===== config.mk =====
export PLATFORM = sky130hd
export DESIGN_NAME = tcam_pipe
export DESIGN_NICKNAME = d
export VERILOG_FILES = /design/src/rtl/tcam_pkg.sv /design/src/rtl/tcam_prio_enc.sv /design/src/rtl/tcam_pipe.sv
export SDC_FILE = /design/constraint.sdc
export NUM_CORES = 2
export LEC_CHECK = 0
export BUFFER_PORTS_ARGS = -buffer_cell sky130_fd_sc_hd__buf_2
export CORE_MARGIN = 8
export CORE_UTILIZATION = 28
export CTS_CLUSTER_DIAMETER = 50
export CTS_CLUSTER_SIZE = 14
export DETAILED_ROUTE_END_ITERATION = 6
export GPL_TIMING_DRIVEN = 1
export PLACE_DENSITY = 0.41
export SLEW_MARGIN = 0
export SYNTH_ARGS = -nofsm -noshare
export SYNTH_HDL_FRONTEND = slang
export SYNTH_SLANG_ARGS = --single-unit

===== constraint.sdc =====
create_clock -name clk -period 29.7 [get_ports clk]
set_input_delay 5.94 -clock clk [delete_from_list [all_inputs] [get_ports clk]]
set_output_delay 5.94 -clock clk [all_outputs]
set_load 0.02 [all_outputs]

===== src/rtl/tcam_pkg.sv =====
// Shared types and constants for the pipelined ternary CAM.
// Entry fields are stored at KEY_W_MAX bits; narrower keys are zero-extended on both sides of the compare.
package tcam_pkg;

   localparam int unsigned CNT_W     = 32;
   localparam int unsigned KEY_W_MAX = 144;

   typedef struct packed {
      logic                 valid;
      logic [KEY_W_MAX-1:0] mask;
      logic [KEY_W_MAX-1:0] data;
   } tcam_entry_t;

   function automatic int unsigned miss_addr(input int unsigned tcam_sum);
      return tcam_sum - 1;
   endfunction

endpackage


===== src/rtl/tcam_prio_enc.sv =====
// Log-depth lowest-index priority encoder; reports TCAM_SUM-1 when nothing is set.
module tcam_prio_enc
   import tcam_pkg::*;
#(
   parameter int unsigned TCAM_SUM   = 8,
   parameter int unsigned ADDR_WIDTH = 3
) (
   input  logic [TCAM_SUM-1:0]   match,
   output logic                  hit,
   output logic [ADDR_WIDTH-1:0] idx
);

   localparam int unsigned LEAVES = 1 << ADDR_WIDTH;
   localparam logic [ADDR_WIDTH-1:0] MISS = ADDR_WIDTH'(miss_addr(TCAM_SUM));

   logic [LEAVES-1:0]     h_c;
   logic [ADDR_WIDTH-1:0] ix_c [LEAVES];

   // Pairwise reduction in place: node n of level l+1 overwrites slot n, lower half wins.
   always_comb begin
      h_c = LEAVES'(match);
      for (int n = 0; n < LEAVES; n++) ix_c[n] = ADDR_WIDTH'(n);
      for (int l = 0; l < ADDR_WIDTH; l++) begin
         for (int n = 0; n < (LEAVES >> (l + 1)); n++) begin
            ix_c[n] = h_c[2*n] ? ix_c[2*n] : ix_c[2*n+1];
            h_c[n]  = h_c[2*n] | h_c[2*n+1];
         end
      end
      hit = h_c[0];
      idx = h_c[0] ? ix_c[0] : MISS;
   end

endmodule


===== src/rtl/tcam_pipe.sv =====
// Two-stage pipelined writable ternary CAM with valid/ready lookup handshake.
// Optional lookup/hit statistics counters are built when TCAM_STATS_EN is defined.
module tcam_pipe
   import tcam_pkg::*;
#(
   parameter int unsigned KEY_WIDTH  = 144,
   parameter int unsigned TCAM_SUM   = 8,
   parameter int unsigned ADDR_WIDTH = 3
) (
   input  logic                  clk,
   input  logic                  rst,
`ifdef TCAM_STATS_EN
   input  logic                  stat_clr,
   output logic [CNT_W-1:0]      lookup_cnt,
   output logic [CNT_W-1:0]      hit_cnt,
`endif
   input  logic                  wr_en,
   input  logic [ADDR_WIDTH-1:0] wr_addr,
   input  logic [KEY_WIDTH-1:0]  wr_key,
   input  logic [KEY_WIDTH-1:0]  wr_mask,
   input  logic                  wr_valid,
   input  logic [ADDR_WIDTH-1:0] active_num,
   input  logic                  req_valid,
   output logic                  req_ready,
   input  logic [KEY_WIDTH-1:0]  req_key,
   output logic                  rsp_valid,
   input  logic                  rsp_ready,
   output logic                  rsp_hit,
   output logic [ADDR_WIDTH-1:0] rsp_addr
);

   localparam logic [ADDR_WIDTH-1:0] MISS = ADDR_WIDTH'(miss_addr(TCAM_SUM));

   tcam_entry_t           tbl_q [TCAM_SUM];
   logic [KEY_W_MAX-1:0]  req_key_x, wr_key_x, wr_mask_x;
   logic [TCAM_SUM-1:0]   match_c;
   logic                  out_free_c, accept_c;
   logic                  enc_hit;
   logic [ADDR_WIDTH-1:0] enc_idx;

   logic                  s1_valid_q, s1_valid_d;
   logic [TCAM_SUM-1:0]   s1_vec_q, s1_vec_d;
   logic                  rsp_valid_q, rsp_valid_d;
   logic                  rsp_hit_q, rsp_hit_d;
   logic [ADDR_WIDTH-1:0] rsp_addr_q, rsp_addr_d;

   assign req_key_x = KEY_W_MAX'(req_key);
   assign wr_key_x  = KEY_W_MAX'(wr_key);
   assign wr_mask_x = KEY_W_MAX'(wr_mask);

   // Entry storage: only valid bits reset; out-of-range write addresses match no slot.
   always_ff @(posedge clk) begin
      if (rst) begin
         for (int i = 0; i < TCAM_SUM; i++) tbl_q[i].valid <= 1'b0;
      end else if (wr_en) begin
         for (int i = 0; i < TCAM_SUM; i++) begin
            if (wr_addr == ADDR_WIDTH'(i))
               tbl_q[i] <= '{valid: wr_valid, mask: wr_mask_x, data: wr_key_x};
         end
      end
   end

   always_comb begin
      for (int i = 0; i < TCAM_SUM; i++)
         match_c[i] = tbl_q[i].valid && (ADDR_WIDTH'(i) < active_num) &&
                      (((tbl_q[i].data ^ req_key_x) & ~tbl_q[i].mask) == '0);
   end

   tcam_prio_enc #(
      .TCAM_SUM   (TCAM_SUM),
      .ADDR_WIDTH (ADDR_WIDTH)
   ) u_enc (
      .match (s1_vec_q),
      .hit   (enc_hit),
      .idx   (enc_idx)
   );

   assign out_free_c = !rsp_valid_q || rsp_ready;
   assign req_ready  = !s1_valid_q || out_free_c;
   assign accept_c   = req_valid && req_ready;

   always_comb begin
      s1_valid_d  = s1_valid_q;
      s1_vec_d    = s1_vec_q;
      rsp_valid_d = rsp_valid_q;
      rsp_hit_d   = rsp_hit_q;
      rsp_addr_d  = rsp_addr_q;
      if (req_ready) begin
         s1_valid_d = accept_c;
         if (accept_c) s1_vec_d = match_c;
      end
      if (out_free_c) begin
         rsp_valid_d = s1_valid_q;
         if (s1_valid_q) begin
            rsp_hit_d  = enc_hit;
            rsp_addr_d = enc_idx;
         end
      end
   end

   always_ff @(posedge clk) begin
      if (rst) begin
         s1_valid_q  <= 1'b0;
         s1_vec_q    <= '0;
         rsp_valid_q <= 1'b0;
         rsp_hit_q   <= 1'b0;
         rsp_addr_q  <= MISS;
      end else begin
         s1_valid_q  <= s1_valid_d;
         s1_vec_q    <= s1_vec_d;
         rsp_valid_q <= rsp_valid_d;
         rsp_hit_q   <= rsp_hit_d;
         rsp_addr_q  <= rsp_addr_d;
      end
   end

   assign rsp_valid = rsp_valid_q;
   assign rsp_hit   = rsp_hit_q;
   assign rsp_addr  = rsp_addr_q;

`ifdef TCAM_STATS_EN
   logic [CNT_W-1:0] lookup_cnt_q, lookup_cnt_d;
   logic [CNT_W-1:0] hit_cnt_q, hit_cnt_d;

   // Saturating counters; clear takes priority over a same-cycle increment.
   always_comb begin
      lookup_cnt_d = lookup_cnt_q;
      hit_cnt_d    = hit_cnt_q;
      if (stat_clr) begin
         lookup_cnt_d = '0;
         hit_cnt_d    = '0;
      end else begin
         if (accept_c && (lookup_cnt_q != '1))
            lookup_cnt_d = lookup_cnt_q + CNT_W'(1);
         if (rsp_valid_q && rsp_ready && rsp_hit_q && (hit_cnt_q != '1))
            hit_cnt_d = hit_cnt_q + CNT_W'(1);
      end
   end

   always_ff @(posedge clk) begin
      if (rst) begin
         lookup_cnt_q <= '0;
         hit_cnt_q    <= '0;
      end else begin
         lookup_cnt_q <= lookup_cnt_d;
         hit_cnt_q    <= hit_cnt_d;
      end
   end

   assign lookup_cnt = lookup_cnt_q;
   assign hit_cnt    = hit_cnt_q;
`endif

endmodule


==> results.py <==
metrics = {
    "run_status": {
        "status": "complete, but fails checks",
        "violations": "design-rule violations",
    },
    "critical_path": {
        "cp-end-kind": "output pin",
        "crit_start": "rsp_ready",
        "rr_worst_depth": 6,
        "path_max_fanout": 6,
        "critPathTopFamily": "buffers and inverters",
        "cp_num_cells": 3,
        "worst_path_max_delay_cell": "nand3b_1",
        "max_stage_delay_ns": 0.26,
        "critPathKind": "input port to output pin",
        "timing.critical_path.buf_inv": 2,
        "r2r_slack_ns": 26.40,
        "worstPathArrival_ns": 6.54,
        "path_cells": "buf_2 > nand3b_1 > buf_2",
        "r2r_start": "tbl_q[0][397]",
        "reg2reg_to": "s1_vec_q[1]",
        "required_ns": 23.76,
        "start_kind": "input port",
        "crit_top_cell": "buf_2",
        "cp-endpoint": "req_ready",
    },
    "clock_network": {
        "cts_buffers": 275,
        "clock_path_buffers": 4,
        "ctsHoldBuffers": 0,
        "cts_resized": 0,
        "tritoncts": "built",
        "cts_root_buf": "clkbuf_16",
        "cts_htree_levels": 5,
        "clk_latency_ns": 0.92,
        "cts_setup_buffers": 0,
        "clk_pin_slew_ns": 0.06,
        "cts.sinks": 2036,
    },
    "routing": {
        "drtIter0Drc": 6146,
        "viasPerCell": 5.00,
        "wire_per_inst_um": 39.7,
        "num_vias": 42000,
        "dr.pass1.iters": 7,
        "drc": 2,
        "antenna_left": 0,
        "wirelength_um": 334000,
    },
    "layout": {
        "fin_cells": 8408,
        "seq_area_um2": 61000,
        "drive_gt1_share_pct": 20.1,
        "syn_to_final_growth_pct": 20.6,
        "postLayoutCoreUtil_pct": 34.0,
        "mostFrequentLayoutCell": "edfxtp_1",
        "multi_input_area_um2": 13600,
        "fillers": 25600,
        "final_nets": 5055,
        "layout_common_cells": "edfxtp_1, xnor2_1, o22ai_1",
    },
    "floorplan": {
        "num_rows": 190,
        "placeableCoreArea_um2": 268000,
        "chipHeight_um": 535,
        "die_w_um": 535,
        "die_area_um2": 286000,
        "initial_core_util_pct": 28.2,
        "ios": 450,
    },
    "synthesis": {
        "synth-compound-area-share_pct": 4.43,
        "yosysSeqAreaShare_pct": 80.9,
        "synth_top_family_by_area": "XOR/XNOR gates",
        "postSynthCellCount": 3962,
        "syn-num-nets": 4406,
        "syn-cell-area_um2": 75500,
        "synthAdderAreaFrac_pct": 0,
        "synth_top_area_share_pct": 80.5,
        "yosysTopAreaCell": "edfxtp_1",
        "synth.area.top_cells": "edfxtp_1, xnor2_1, o22ai_1",
        "synthSimpleGateAreaFrac_pct": 1.74,
        "ys_types": 32,
        "muxShareOfSynthArea_pct": 0,
        "yosysWarnings": 0,
        "synth_xor_area_share_pct": 11.7,
        "ys_ff_latch": 2036,
        "avgSynthCellArea_um2": 19.0,
    },
    "placement": {
        "post-place-ws_ns": 17.24,
        "dp.cells": 7886,
        "routabilityCongestion": 0.932,
        "dp_hpwl_um": 245000,
        "io_buffers": 449,
    },
    "timing": {
        "worst_pin_slew_ns": 1.27,
        "fin_skew_ns": 0.0807,
        "finalCriticalPeriod_ns": 12.48,
        "relSlewSlack_pct": 14.2,
        "rsz0062_at_grt": "no",
        "setup_viol": 0,
        "slew_violations": 0,
        "hold_violations": 0,
        "fin_tns_setup_ns": 0,
        "fin_ws_ns": 17.22,
        "finalCritPeriodShare_pct": 42.0,
        "fmax_mhz": 80.1,
    },
    "power_and_ir_drop": {
        "ir_drop_mv": 0.0621,
        "power_density_nw_per_um2": 76.6,
        "p_leak_nw": 27.9,
    },
    "global_routing": {
        "grt_use_total_pct": 22.6,
        "antenna_found_initial": 141,
        "grt_pass1_vias": 40100,
        "overflow": 0,
        "grt_start_max_net_pins": 134,
        "grt_pass1_wl_um": 421000,
    },
    "min_path": {
        "hp-start": "s1_valid_q",
        "hold_path.class": "flop to flop",
    },
    "run": {
        "drv_cap": 0,
    },
}
power by group:
group          internal (mW)  switching (mW)
sequential              3.22          0.0195
combinational          0.109           0.335
clock                   1.96            1.33
worst min-delay path: cells and delay by family (launching register included):
kind | cells | cell delay [ns]
compound gates | 1 | 0.05
flops | 1 | 0.32
buf+inv | 1 | 0.05
flip-flops by register name (all words and copies together), names as in the netlist:
register,flops
rsp_addr,3
rsp_valid,1
rsp_hit,1
s1_vec_q,7
tbl_q,2023
s1_valid_q,1
cells by family after synthesis:
kind of cell | Yosys count
flip-flops | 2036
XOR/XNOR | 1008
AO/OA/AOI/OAI | 532
AND/OR/NAND/NOR | 233
buffers and inverters | 153
layer usage:
metal,vias up,global-route usage [%],share of wire (%)
li1,16800,-,-
met1,22400,31.6,43
met2,2240,36.0,46
met3,499,4.14,7.9
met4,32,6.66,3.4
met5,-,0,0.060
metrics by stage:
step / cell area (µm²) / power (mW) / hold slack (ns)
finish: 91000 / 6.98 / 0.465
global route: 90900 / 7.14 / 0.503
CTS: 90900 / 7.03 / 0.466
detailed placement: 81900 / 3.75 / 0.457
global placement: 81900 / 3.75 / 0.455
floorplan: 75500 / 3.48 / 0.439
area by class of cell:
class / instances / share of cell area (%)
well taps: 3552 / 4.88
flip-flops and latches: 2036 / 67.0
repair buffers: 519 / 3.13
clock buffers: 298 / 7.70
clock inverters: 174 / 2.13
multi-input cells: 1773 / 15.0
diodes: 50 / 0.137
inverters: 6 / 0.0247
worst min-delay path by stage:
| stage | endpoint | slack, ns | cells past startpoint |
|---|---|---|---|
| after floorplan | rsp_valid | 0.44 | 2 |
| after global placement | rsp_valid | 0.45 | 2 |
| after detailed placement | rsp_valid | 0.46 | 2 |
| after CTS | rsp_valid | 0.47 | 2 |
| after global routing | rsp_valid | 0.50 | 2 |
| final | rsp_valid | 0.46 | 2 |
synth_stat cells:
cell type     n
a21o_1        1
a21oi_1       9
a22o_1        6
and3_1        1
buf_2       109
buf_4        11
buf_6        24
clkbuf_1      3
dfxtp_1      13
edfxtp_1   2023
inv_1         6
nand2_1      12
nand2b_1      4
nand3_1       9
nand3b_1      1
nand4_1      28
nand4b_1      1
nor2_1       32
nor2b_1       1
nor3_1       21
nor4_1      121
o211ai_1      4
o21ai_0       9
o21ai_1       1
o221ai_1      4
o22a_1        3
o22ai_1     493
o31ai_1       2
or2_2         1
or3_1         1
xnor2_1    1005
xnor2_2       3
Power figures use the tool's default switching activity.
